==> config.mk <==
export PLATFORM = sky130hd
export DESIGN_NAME = gray_ptr_sync_decoder
export DESIGN_NICKNAME = d
export VERILOG_FILES = /design/src/rtl/gray_ptr_sync_decoder.sv
export SDC_FILE = /design/constraint.sdc
export NUM_CORES = 1
export LEC_CHECK = 0
export CORE_UTILIZATION = 52
export DETAILED_ROUTE_END_ITERATION = 10
export PLACE_DENSITY = 0.74
export SYNTH_ARGS = -nofsm -noshare
export SYNTH_HDL_FRONTEND = slang
export SYNTH_SLANG_ARGS = --single-unit
==> constraint.sdc <==
create_clock -name clk -period 2.1 [get_ports clk]
set_input_delay 0.315 -clock clk [delete_from_list [all_inputs] [get_ports clk]]
set_output_delay 0.315 -clock clk [all_outputs]
set_load 0.02 [all_outputs]
==> src/rtl/gray_ptr_sync_decoder.sv <==
// Gray-coded pointer receiver: synchronizes a foreign-domain Gray value into clk,
// decodes it to binary and classifies each sample-to-sample move as +1, -1 or illegal.
module gray_ptr_sync_decoder #(
  parameter int WIDTH       = 4,
  parameter int SYNC_STAGES = 2,
  parameter int ERR_CW      = 8
) (
  input  logic              clk,
  input  logic              rst_n,
  input  logic [WIDTH-1:0]  gray_in,
  input  logic              err_clr,
  output logic [WIDTH-1:0]  bin_out,
  output logic              bin_valid,
  output logic              inc_pulse,
  output logic              dec_pulse,
  output logic              step_err,
  output logic [ERR_CW-1:0] err_cnt
);

  localparam int WCW = $clog2(SYNC_STAGES);

  typedef enum logic [1:0] {
    WARMUP = 2'd0,
    LOCK   = 2'd1,
    TRACK  = 2'd2
  } state_t;

  state_t             state_q, state_d;
  logic [WCW-1:0]     warm_cnt_q, warm_cnt_d;
  logic [WIDTH-1:0]   sync_q [SYNC_STAGES];
  logic [WIDTH-1:0]   g_prev_q, g_prev_d;
  logic [WIDTH-1:0]   bin_out_q, bin_out_d;
  logic               bin_valid_q, bin_valid_d;
  logic               inc_q, inc_d;
  logic               dec_q, dec_d;
  logic               step_err_q, step_err_d;
  logic [ERR_CW-1:0]  err_cnt_q, err_cnt_d;

  logic [WIDTH-1:0]   g_s;
  logic [WIDTH-1:0]   bin;
  logic [WIDTH-1:0]   g_diff;
  logic               one_bit_move;

  assign g_s = sync_q[SYNC_STAGES-1];

  // Each binary bit is the XOR of all Gray bits at or above it.
  always_comb begin
    for (int i = 0; i < WIDTH; i++) begin
      bin[i] = ^(g_s >> i);
    end
  end

  assign g_diff       = g_s ^ g_prev_q;
  assign one_bit_move = (g_diff != '0) && ((g_diff & (g_diff - WIDTH'(1))) == '0);

  // NOTE: every output of this block gets a default first, so no path through the case can infer a latch.
  always_comb begin
    state_d     = state_q;
    warm_cnt_d  = warm_cnt_q;
    g_prev_d    = g_prev_q;
    bin_out_d   = bin_out_q;
    bin_valid_d = bin_valid_q;
    inc_d       = 1'b0;
    dec_d       = 1'b0;
    step_err_d  = 1'b0;

    unique case (state_q)
      WARMUP: begin
        if (warm_cnt_q == WCW'(SYNC_STAGES - 1)) begin
          state_d = LOCK;
        end else begin
          warm_cnt_d = warm_cnt_q + WCW'(1);
        end
      end
      LOCK: begin
        bin_out_d   = bin;
        g_prev_d    = g_s;
        bin_valid_d = 1'b1;
        state_d     = TRACK;
      end
      TRACK: begin
        bin_out_d = bin;
        g_prev_d  = g_s;
        if (one_bit_move) begin
          if (bin == bin_out_q + WIDTH'(1)) inc_d = 1'b1;
          else                              dec_d = 1'b1;
        end else if (g_diff != '0) begin
          step_err_d = 1'b1;
        end
      end
      default: state_d = WARMUP;
    endcase
  end

  // A clear coinciding with a new error leaves exactly that one error counted.
  always_comb begin
    err_cnt_d = err_cnt_q;
    if (err_clr) begin
      err_cnt_d = ERR_CW'(step_err_d);
    end else if (step_err_d && (err_cnt_q != '1)) begin
      err_cnt_d = err_cnt_q + ERR_CW'(1);
    end
  end

  // NOTE: sequential state uses non-blocking assignments so all flops sample pre-edge values.
  always_ff @(posedge clk or negedge rst_n) begin
    if (!rst_n) begin
      state_q     <= WARMUP;
      warm_cnt_q  <= '0;
      g_prev_q    <= '0;
      bin_out_q   <= '0;
      bin_valid_q <= 1'b0;
      inc_q       <= 1'b0;
      dec_q       <= 1'b0;
      step_err_q  <= 1'b0;
      err_cnt_q   <= '0;
    end else begin
      state_q     <= state_d;
      warm_cnt_q  <= warm_cnt_d;
      g_prev_q    <= g_prev_d;
      bin_out_q   <= bin_out_d;
      bin_valid_q <= bin_valid_d;
      inc_q       <= inc_d;
      dec_q       <= dec_d;
      step_err_q  <= step_err_d;
      err_cnt_q   <= err_cnt_d;
    end
  end

  // NOTE: the synchronizer array is a handful of flops, so it is reset like any register, not treated as RAM.
  always_ff @(posedge clk or negedge rst_n) begin
    if (!rst_n) begin
      for (int k = 0; k < SYNC_STAGES; k++) sync_q[k] <= '0;
    end else begin
      sync_q[0] <= gray_in;
      for (int k = 1; k < SYNC_STAGES; k++) sync_q[k] <= sync_q[k-1];
    end
  end

  assign bin_out   = bin_out_q;
  assign bin_valid = bin_valid_q;
  assign inc_pulse = inc_q;
  assign dec_pulse = dec_q;
  assign step_err  = step_err_q;
  assign err_cnt   = err_cnt_q;

endmodule

==> results of run 1 <==
-- Yosys cell counts, types with 3 or more instances --
cell type / instances
a21oi_1: 10
a31oi_1: 3
dfrtp_1: 30
ha_1: 7
inv_1: 4
mux2_2: 5
nand2_1: 5
nand3_1: 7
nor2_1: 5
o21ai_0: 7
or3_1: 4
xnor2_1: 11
-- kinds of logic after synthesis --
family	share of synthesized area
xor gates and xnor gates	0.0747
buffers and inverters	0.0293
adders and majority gates	0.0623
DFF	0.534
AOI/OAI and AO/OA	0.120
and+or+nand+nor	0.133
muxes	0.0472
-- metrics by stage --
step	instances	instance area, um^2	power, mW
after floorplan	125	1410	0.855
after global placement	175	1660	0.966
after detailed placement	175	1660	0.975
after CTS	183	1720	1.34
after global routing	183	1720	1.40
final	183	1720	1.32
-- worst max-delay path: stages (launching register included) --
cell	delay [ns]
dfrtp_1	0.44
and4_1	0.25
and2_1	0.22
or3b_1	0.39
or3_1	0.32
a21oi_1	0.15
-- layout make-up --
| cell class | instances | share of cell area |
|---|---|---|
| Tap cell | 30 | 0.0218 |
| Inverter | 5 | 0.0109 |
| Multi-Input combinational cell | 86 | 0.357 |
| Clock buffer | 6 | 0.0298 |
| Timing Repair Buffer | 24 | 0.137 |
| Sequential cell | 30 | 0.436 |
| Clock inverter | 2 | 0.00727 |
-- state kept, by name, summed over array words and instances, names as in the netlist --
signal	flops
inc_pulse	1
err_cnt	8
bin_valid	1
g_s	4
warm_cnt_q	1
g_prev_q	4
sync_q	4
dec_pulse	1
step_err	1
state_q	2
bin_out	3
-- metal layers --
metal / part of all wire / routed length (um) / up-vias / track usage
li1: - / - / 490 / -
met1: 0.46 / 1090 / 486 / 0.269
met2: 0.48 / 1150 / 24 / 0.313
met3: 0.044 / 104 / 5 / 0.0932
met4: 0.016 / 38 / 0 / 0.0897
met5: 0 / 0 / - / 0
-- power groups by stage --
stage                     combinational [mW]  clock, mW  sequential, mW
after floorplan                        0.148          0           0.707
after global placement                 0.293          0           0.673
after detailed placement               0.300          0           0.675
after CTS                              0.301      0.376           0.664
after global routing                   0.331      0.401           0.670
final                                  0.298      0.360           0.664
-- worst min path at each step --
stage,from,end,slack [ns],depth (start not counted)
floorplan,rst_n,bin_out[0]$_DFFE_PN0P_,0.02,0
global placement,sync_q[4]$_DFF_PN0_,g_s[0]$_DFF_PN0_,0.33,0
detailed placement,sync_q[4]$_DFF_PN0_,g_s[0]$_DFF_PN0_,0.33,0
CTS,rst_n,warm_cnt_q$_DFFE_PN0N_,0.35,2
global route,sync_q[7]$_DFF_PN0_,g_s[3]$_DFF_PN0_,0.36,0
finish,sync_q[4]$_DFF_PN0_,g_s[0]$_DFF_PN0_,0.35,0
-- cell usage in the layout, fill, tap and decap left out --
master,n
a211oi_1,1
a21o_1,1
a21oi_1,10
a21oi_2,1
a311oi_1,1
a31oi_1,3
and2_1,1
and3b_1,1
and4_1,1
buf_4,2
clkbuf_4,5
clkbuf_8,1
clkdlybuf4s50_1,22
clkinv_2,1
clkinvlp_4,1
dfrtp_1,30
ha_1,7
inv_1,4
inv_2,1
mux2_2,5
mux2i_1,1
nand2_1,5
nand2b_1,2
nand3_1,7
nand4b_1,1
nor2_1,5
nor2b_1,2
nor3_1,2
o21ai_0,7
o311ai_2,1
o31ai_1,1
o32ai_1,1
or2_2,2
or3_1,4
or3b_1,1
xnor2_1,11
xor2_1,1
==> flow_metrics.env, run 1 <==
export IMPL_maxCapViolations=0
export IMPL_clockBufferDepth=2
export IMPL_yosysUniqueCellTypes=34
export IMPL_crit_end="err_cnt[4]$_DFFE_PN0P_"
export IMPL_tritoncts_num_buffers=5
export IMPL_die_width_um=54.0
export IMPL_htreeDepth=2
export IMPL_holdBufCountCts=0
export IMPL_yosysSeqAreaShare=0.534
export IMPL_wl_um=2380
export IMPL_avgRoutedWirePerCell_um=13.0
export IMPL_clock_latency_ns=0.33
export IMPL_rr_endpoint="err_cnt[4]$_DFFE_PN0P_"
export IMPL_worstRegToRegCells=5
export IMPL_pwr_share_comb=0.225
export IMPL_std_cell_rows=18
export IMPL_gp_congestion=0.790
export IMPL_power_density_nw_per_um2=768
export IMPL_regArea_um2=751
export IMPL_dpl_hpwl_um=1730
export IMPL_cts_tree="done"
export IMPL_postRouteAntennaNets=0
export IMPL_antenna_found_initial=0
export IMPL_rsz0062_at_grt="no"
export IMPL_synth_edf_count=0
export IMPL_pre_cts_slack_ns=0.280
export IMPL_setup_viol=0
export IMPL_holdWs_ns=0.354
export IMPL_switchingPower_mw=0.397
export IMPL_multi_input_area_um2=614
export IMPL_leakage_nw=0.727
export IMPL_clk_pin_slew_ns=0.09
export IMPL_swShare=0.300
export IMPL_drive_above_1_share=0.131
export IMPL_fill_cells=197
export IMPL_first_pass_iters=4
export IMPL_grt_pass1_wl_um=4130
export IMPL_syn_cell_area_um2=1410
export IMPL_synth_area_leaders="dfrtp_1, xnor2_1, ha_1, mux2_2, a21oi_1"
export IMPL_hold_class="reg -> reg"
export IMPL_timing_rr_start="err_cnt[3]$_DFFE_PN0P_"
export IMPL_nets=166
export IMPL_end_kind="register"
export IMPL_ys_warn_count=0
export IMPL_drv_slew=0
export IMPL_critical_path_max_fanout=7
export IMPL_port_buffers=22
export IMPL_synthFlopType="dfrtp_1"
export IMPL_dieArea_um2=2920
export IMPL_yosys_area_top_type_share=0.534
export IMPL_crit_type="reg -> reg"
export IMPL_fin_crit_ns=1.84
export IMPL_syn_num_nets=139
export IMPL_first_iter_violations=17
export IMPL_clock_skew_ns=0.0141
export IMPL_p_int_mw=0.925
export IMPL_viasPerCell=5.49
export IMPL_grt_usage=0.212
export IMPL_worst_ep_required_time_ns=2.34
export IMPL_cts_setup_buffers=0
export IMPL_slew_headroom=0.737
export IMPL_cts_resized=0
export IMPL_setup_ws_ns=0.258
export IMPL_yosysTopAreaCell="dfrtp_1"
export IMPL_area_growth_pct=22.3
export IMPL_drc_errors=0
export IMPL_start_util=0.558
export IMPL_grt_overflow_total=0
export IMPL_async_flop_share=1.00
export IMPL_cp_startpoint="err_cnt[3]$_DFFE_PN0P_"
export IMPL_grt_max_degree=31
export IMPL_diodes=0
export IMPL_timing_fmax_mhz=543
export IMPL_syn_area_per_cell_um2=11.3
export IMPL_reg2reg_slack_ns=0.26
export IMPL_vdd_drop_max_v=0.000561
export IMPL_fin_util=0.682
export IMPL_first_global_vias=944
export IMPL_hold_viol=0
export IMPL_fin_crit_sh=0.877
export IMPL_startpoint_type="register"
export IMPL_core_um2=2520
export IMPL_die_h_um=54.0
export IMPL_status="completed"
export IMPL_root_buffer="clkbuf_4"
export IMPL_worst_slew_pin_transition_ns=0.392
export IMPL_ys_ff_latch=30
export IMPL_setup_tns_ns=0
export IMPL_vias=1005
export IMPL_clockPowerShare=0.272
export IMPL_synthCells=125
export IMPL_io_pin_count=23
export IMPL_crit_arrival_ns=2.09
export IMPL_p_seq_frac=0.502
export IMPL_cts_sinks=30
(Power assumes the default switching activity.)
==> run 2: changes to the inputs <==
Settings changed: CTS_CLUSTER_SIZE from default to 8.
==> results of run 2 <==
Final layout, timing and power as in run 1 (identical DEF).
